===== config.mk =====
export PLATFORM = sky130hd
export DESIGN_NAME = dcache_controller
export DESIGN_NICKNAME = d
export VERILOG_FILES = /design/src/rtl/dcache_controller.sv
export SDC_FILE = /design/constraint.sdc
export NUM_CORES = 2
export LEC_CHECK = 0
export CORE_MARGIN = 4
export CORE_UTILIZATION = 50
export DETAILED_ROUTE_END_ITERATION = 8
export MAX_ROUTING_LAYER = met4
export PLACE_DENSITY = 0.66
export SLEW_MARGIN = 20
export SYNTH_ARGS = -nofsm -noshare
export SYNTH_HDL_FRONTEND = slang
export SYNTH_SLANG_ARGS = --single-unit
export TNS_END_PERCENT = 10

===== constraint.sdc =====
create_clock -name clk -period 14.9 [get_ports clk]
set_clock_uncertainty 0.05 [all_clocks]
set_input_delay 2.98 -clock clk [delete_from_list [all_inputs] [get_ports clk]]
set_output_delay 2.98 -clock clk [all_outputs]
set_load 0.02 [all_outputs]

===== src/rtl/dcache_controller.sv =====
// Direct-mapped, write-through, no-write-allocate data cache controller.
// Refills a whole line on a load miss and forwards every store to main memory.
module dcache_controller #(
  parameter int ADDR_W   = 10,
  parameter int DATA_W   = 32,
  parameter int INDEX_W  = 4,
  parameter int OFFSET_W = 2
) (
  input  logic              clk,
  input  logic              rst,
  input  logic              cpu_rd,
  input  logic              cpu_wr,
  input  logic [ADDR_W-1:0] cpu_addr,
  input  logic [DATA_W-1:0] cpu_wdata,
  output logic [DATA_W-1:0] cpu_rdata,
  output logic              stall,
  output logic              mem_rd,
  output logic              mem_wr,
  output logic [ADDR_W-1:0] mem_addr,
  output logic [DATA_W-1:0] mem_wdata,
  input  logic [DATA_W-1:0] mem_rdata,
  input  logic              mem_ready,
  output logic [15:0]       hit_cnt,
  output logic [15:0]       miss_cnt
);
  // state  | meaning
  // IDLE   | serve load hits, accept new requests
  // REFILL | fetch the four words of a missed line, in order
  // WRITE  | forward a store to memory, stall until it completes
  localparam int TAG_W = ADDR_W - INDEX_W - OFFSET_W;
  localparam int LINES = 1 << INDEX_W;
  localparam int WORDS = 1 << OFFSET_W;
  localparam int LINE_W = ADDR_W - OFFSET_W;

  typedef enum logic [1:0] {IDLE, REFILL, WRITE} state_t;

  state_t state, state_nxt;

  logic [LINES-1:0]        valid;
  logic [TAG_W-1:0]        tags [LINES];
  logic [DATA_W-1:0]       data [LINES*WORDS];

  logic [LINE_W-1:0]       base_line;
  logic [OFFSET_W-1:0]     word_ctr;
  logic [ADDR_W-1:0]       wr_addr;
  logic [DATA_W-1:0]       wr_data;
  logic                    replay;

  logic [TAG_W-1:0]          cpu_tag;
  logic [INDEX_W-1:0]        cpu_index;
  logic [INDEX_W+OFFSET_W-1:0] cpu_word;
  logic [INDEX_W-1:0]        base_index;
  logic [TAG_W-1:0]          base_tag;
  logic                      hit;

  logic hit_inc, miss_inc, store_hit, start_write, refill_beat, refill_last;

  assign cpu_tag    = cpu_addr[ADDR_W-1 -: TAG_W];
  assign cpu_index  = cpu_addr[OFFSET_W +: INDEX_W];
  assign cpu_word   = cpu_addr[INDEX_W+OFFSET_W-1:0];
  assign base_index = base_line[INDEX_W-1:0];
  assign base_tag   = base_line[LINE_W-1 -: TAG_W];
  assign hit        = valid[cpu_index] && (tags[cpu_index] == cpu_tag);

  always_comb begin
    state_nxt   = state;
    stall       = 1'b0;
    mem_rd      = 1'b0;
    mem_wr      = 1'b0;
    mem_addr    = '0;
    mem_wdata   = '0;
    cpu_rdata   = '0;
    hit_inc     = 1'b0;
    miss_inc    = 1'b0;
    store_hit   = 1'b0;
    start_write = 1'b0;
    refill_beat = 1'b0;
    refill_last = 1'b0;
    case (state)
      IDLE: begin
        // a simultaneous read and write is handled purely as a store
        if (cpu_wr) begin
          stall       = 1'b1;
          start_write = 1'b1;
          store_hit   = hit;
          state_nxt   = WRITE;
        end else if (cpu_rd) begin
          if (hit) begin
            cpu_rdata = data[cpu_word];
            hit_inc   = !replay;
          end else begin
            stall     = 1'b1;
            miss_inc  = 1'b1;
            state_nxt = REFILL;
          end
        end
      end
      REFILL: begin
        stall    = 1'b1;
        mem_rd   = 1'b1;
        mem_addr = {base_line, word_ctr};
        if (mem_ready) begin
          refill_beat = 1'b1;
          if (word_ctr == OFFSET_W'(WORDS-1)) begin
            refill_last = 1'b1;
            state_nxt   = IDLE;
          end
        end
      end
      WRITE: begin
        mem_wr    = 1'b1;
        mem_addr  = wr_addr;
        mem_wdata = wr_data;
        stall     = !mem_ready;
        if (mem_ready) state_nxt = IDLE;
      end
      default: state_nxt = IDLE;
    endcase
  end

  always_ff @(posedge clk) begin
    if (rst) begin
      state     <= IDLE;
      valid     <= '0;
      base_line <= '0;
      word_ctr  <= '0;
      wr_addr   <= '0;
      wr_data   <= '0;
      replay    <= 1'b0;
      hit_cnt   <= '0;
      miss_cnt  <= '0;
    end else begin
      state  <= state_nxt;
      replay <= refill_last;
      if (hit_inc)  hit_cnt  <= hit_cnt + 16'd1;
      if (miss_inc) begin
        miss_cnt         <= miss_cnt + 16'd1;
        base_line        <= cpu_addr[ADDR_W-1:OFFSET_W];
        word_ctr         <= '0;
        valid[cpu_index] <= 1'b0;
      end
      if (refill_beat) word_ctr <= word_ctr + 1'b1;
      if (refill_last) valid[base_index] <= 1'b1;
      if (start_write) begin
        wr_addr <= cpu_addr;
        wr_data <= cpu_wdata;
      end
    end
  end

  // arrays carry no reset; valid bits alone qualify their contents
  always_ff @(posedge clk) begin
    if (!rst) begin
      if (refill_beat) data[{base_index, word_ctr}] <= mem_rdata;
      if (store_hit)   data[cpu_word] <= cpu_wdata;
      if (refill_last) tags[base_index] <= base_tag;
    end
  end

endmodule


-- Word-level counts from Yosys, hierarchy flattened
Memory sizes are Yosys's and may differ from the RTL's.
Cells that the tools add are included.
- memories: 2
- bits in writable memories: 2112
- logic and storage cells: 96
- bits in registers: 103
- reduce and logical (&&, ||, !) cells: 9
- multiplexer cells: 57
- eq/ne operators: 9
- order comparisons: 4
- bitwise gates (word level): 3
- $add $sub $neg: 3
- memories (name ; words ; bits a word ; rd ports ; clocked after Yosys merged registers in ; write ports ; line ; text):
    data ; 64 ; 32 ; 1 ; 0 ; 1 ; 41 ; logic [DATA_W-1:0] data [LINES*WORDS];
    tags ; 16 ; 4 ; 1 ; 0 ; 1 ; 40 ; logic [TAG_W-1:0] tags [LINES];
- operator list (cell ; number):
    2-to-1 mux 32 bit ; 6
    2-to-1 mux 16 bit ; 3
    2-to-1 mux 1 bit ; 33
    adder 16 x 1 -> 16 bit, second input constant ; 2
    OR reduction 32 bit ; 1
    case mux 10 bit (2 select lines) ; 1
    bitwise AND 16 bit ; 1
    2-to-1 mux 2 bit ; 8
    NOT 16 bit ; 1
    OR 16 bit ; 1
    < comparator 4 x 5 -> 1 bit, second input constant ; 2
    demux 1 bit (select 4 bit) ; 2
    greater-or-equal comparator 4 x 1 -> 1 bit, second input constant ; 2
    2-to-1 mux 6 bit ; 1
    inequality test 2 bit, second input constant ; 3
    inequality test 3 bit, second input constant ; 2
    case mux 2 bit (3 select lines) ; 1
    AND reduction 5 bit ; 1
    binary-select mux 1 bit (select 4 bit) ; 1
    equality test 2 bit, second input constant ; 2
    equality test 4 bit ; 1
    logical AND 1 bit ; 3
    case mux 1 bit (3 select lines) ; 1
    adder 2 x 1 -> 2 bit, second input constant ; 1
    other kinds (4) ; 5

-- Logic depth before layout (Yosys ltp)
- depth in word-level cells: 11
- depth in mapped cells: 11
- mapped depth without buffers: 9

-- Worst setup path after synthesis
Ideal clock, no wire load.
- path kind: input to output
- start: input port cpu_addr[5]
- end: output port cpu_rdata[11]
- path slack: 5890 ps
- path buffers: 3
- data required time: 11870 ps
- arrival time: 5980 ps
- stages on the path: 10
- path through: buf_2 buf_2 mux4_2 mux2i_1 xor2_1 nand3_1 a211oi_2 buf_2 nand2_2 a2111oi_0
- longest elaborated chain between the ends: 7
- elaborated cells between the ends (all ways): 10
- classes of those cells: 1 x eq/ne; 6 x mux; 1 x reduce/logical; 2 x memory
- RTL lines (item ; line ; text):
    start: declaration ; 13 ; input logic [ADDR_W-1:0] cpu_addr,
    memory read (16 x 4 bit) / binary-select mux 1 bit (select 4 bit) (equally long branches) ; - ;
    equality test 4 bit / 2-to-1 mux 1 bit (equally long branches) ; 63 ; assign hit = valid[cpu_index] && (tags[cpu_index] == cpu_tag);
    logical AND 1 bit ; 63 ;
    2-to-1 mux 32 bit * ; 88 ; if (hit) begin
    2-to-1 mux 32 bit * ; 87 ; end else if (cpu_rd) begin
    2-to-1 mux 32 bit * ; 82 ; if (cpu_wr) begin
    2-to-1 mux 32 bit * ; 79 ; case (state)
    end: declaration ; 15 ; output logic [DATA_W-1:0] cpu_rdata,
Every way passes the cells marked *; elsewhere a longest branch is shown, timed or not. The select of a mux whose other input is x is not followed.

-- Worst setup path after layout
- start: input port cpu_addr[2]
- end: output port cpu_rdata[24]
The elaborated chain is that of the path after synthesis.

==> results.cfg <==
[run_status]
status = completed

[floorplanning]
pin_count = 188
rows = 151
core_area_um2 = 170000
die_width_um = 423
start_util_pct = 50.5
die_area_um2 = 179000
die_h_um = 423

[finish]
fin_util_pct = 57.7
fin_nets = 4453
area_delta_synth_final_pct = 14.3
final_cell_mix = 2,112 x edfxtp_1, 580 x mux4_2, 210 x clkbuf_16, 180 x clkdlybuf4s50_1, 158 x buf_4
fill_cells = 12249
final_area_um2 = 98100
fin_cells = 6751
layout_commonest_cell = edfxtp_1
drive_gt1_share_pct = 25.4

[synthesis]
netlist_area_um2 = 85900
synth_cells = 4057
synth_edf_count = 2112
syn_nets = 4143
syn_avg_cell_area_um2 = 21.2
ys_warn_count = 0
synthArstFlopShare_pct = 0
yosysSeqAreaShare_pct = 76.2
synth.distinct_cells = 58
synth_seq_cells = 2215
ys.flop_type = edfxtp_1

[route]
drc_errors = 0
wl_per_cell_um = 36.3
wl_met3_mm = 26.6
vias = 45289
met1_length_mm = 92.7
viasPerCell = 6.71
drt_wl_total_mm = 245
drt.antenna.violating_nets = 0
drt_iter0_drc = 6562
wl_met2_mm = 116
dr.max_layer_used = met4
drt-pass1-iter-count = 6

[place]
io_buffers = 187
gp_congestion = 0.850
placed_cells = 6375
place_area_um2 = 91700
dp_hpwl_mm = 137

[sta]
slew_headroom_pct = 18.0
setup_viol = 0
finalHoldViolCount = 0
min_period_ns = 11.14
fmax_mhz = 89.8
drv_slew = 0
tns_ns = 0
rsz0062_at_grt = no
worst_pin_slew_ns = 1.20
fin_hold_ws_ns = 0.400
period_share_pct = 74.7

[clock_network]
cts_hold_buf = 0
post_cts.repair.setup_buffers = 0
clk_latency_ns = 0.84
cts_made_buffers = 208
ctsResizeCount = 0
clkSinkCount = 2215
cts.htree.levels = 4
root_buffer = clkbuf_16
clockBufferDepth = 3
path_clk_slew_ns = 0.06
cts_tree = done

[global_routing]
grt_pass1_vias = 44224
grt_pass1_wl_mm = 345
grt_max_degree = 135
grt_overflow = 0
antenna_found_initial = 4
grt_usage_pct = 28.4

[hold_path]
hold_path.class = reg -> reg

[setup_path]
critPathLaunchType = input port
cpLargestDelayFamily = buffers and inverters
critical_path.endpoint_type = output port
arrival_ns = 8.11
max_stage_delay_ns = 0.72
cp_max_fo = 41
crit_top_cell = buf_4
rrSetupSlack_ns = 10.02
cp.buffers_inverters = 4
crit_type = in -> out
worstPathCellList = buf_6, buf_4, mux4_1, mux2i_1, xor2_1, a32oi_1, a211oi_4, buf_4, nand2_2, a2111oi_0, clkdlybuf4s50_1
crit_required_ns = 11.87
crit_slowest_cell = buf_4

[power]
leakage_uw = 0.0303
cellPowerDensity_nw_per_um2 = 128
ir_drop_uv = 123

[flow_run]
maxCapViolCount = 0
==> through the flow <==
step	total power (µW)	setup WS, ns
final	12500	3.76
after global placement	7590	3.84
after detailed placement	7600	3.78
after floorplan	7350	5.89
after global routing	12900	3.52
after CTS	12600	3.76
==> final timing paths <==
kind                   endpoint        start  cells past startpoint
setup / recovery  cpu_rdata[24]  cpu_addr[2]                     11
hold / removal      wr_data[16]  wr_data[16]                      2
setup reg to reg    data[58][9]     state[1]                      7
hold reg to reg     wr_data[16]  wr_data[16]                      2
==> where the power goes <==
part | switching [µW] | internal [µW] | leakage [µW]
combinational | 401 | 232 | 0.00736
sequential | 13.1 | 6830 | 0.0198
clock | 2240 | 2800 | 0.00311
==> cells by family (layout without fill, tap and decap cells) <==
kind of cell / after synthesis / after routing / synth area share (%)
compound gates: 416 / 416 / 3.16
xor+xnor: 6 / 6 / 0.0612
fa+ha+maj: 7 / 7 / 0.102
buf+inv: 261 / 735 / 1.32
flops: 2215 / 2215 / 76.2
mux: 662 / 662 / 16.3
other cells: 0 / 2 / 0
simple gates: 490 / 490 / 2.84
==> registers in the layout, indices dropped and copies added (netlist names), 8 cells and up <==
register	count
base_line	8
data	2048
hit_cnt	16
miss_cnt	16
tags	64
valid	16
wr_addr	10
wr_data	32
==> worst register-to-register path, stage by stage, from the launching register on <==
cell and delay (ns):
dfxtp_1 0.34, inv_1 0.11, ha_1 0.52, nand2_1 0.28, nor3_1 0.60, nand2_1 0.75, o31ai_4 1.18, buf_4 0.63
==> cells in the mapped netlist (30+ instances only) <==
| master | instances | area share, % |
|---|---|---|
| nand3_1 | 97 | 0.57 |
| nor3_1 | 30 | 0.17 |
| nand2_1 | 136 | 0.59 |
| and2_1 | 36 | 0.26 |
| mux4_2 | 580 | 15 |
| edfxtp_1 | 2112 | 74 |
| o22ai_1 | 126 | 0.92 |
| a21oi_1 | 114 | 0.66 |
| buf_2 | 85 | 0.50 |
| nor2b_1 | 33 | 0.24 |
| nor2_1 | 73 | 0.32 |
| o31ai_1 | 74 | 0.65 |
| mux2i_1 | 39 | 0.45 |
| dfxtp_1 | 103 | 2.4 |
| mux2_2 | 39 | 0.51 |
| clkbuf_1 | 127 | 0.55 |
==> per-layer routing <==
metal	GRT usage (%)	up-vias
met5	-	-
met4	10.3	0
met3	5.64	547
met2	42.9	2875
met1	38.9	24128
li1	-	17739
==> final cells by class <==
| cell class | instances | area (µm²) | area share, % |
|---|---|---|---|
| diodes | 2 | 5.00 | 0.00510 |
| clock buffers | 274 | 5550 | 5.65 |
| clock inverters | 100 | 853 | 0.869 |
| inverters | 10 | 37.5 | 0.0382 |
| multi-input cells | 1581 | 20300 | 20.6 |
| flip-flops and latches | 2215 | 65500 | 66.7 |
| well taps | 2218 | 2780 | 2.83 |
| repair buffers | 351 | 3190 | 3.25 |
No activity file was read; power rests on OpenSTA's default activity.
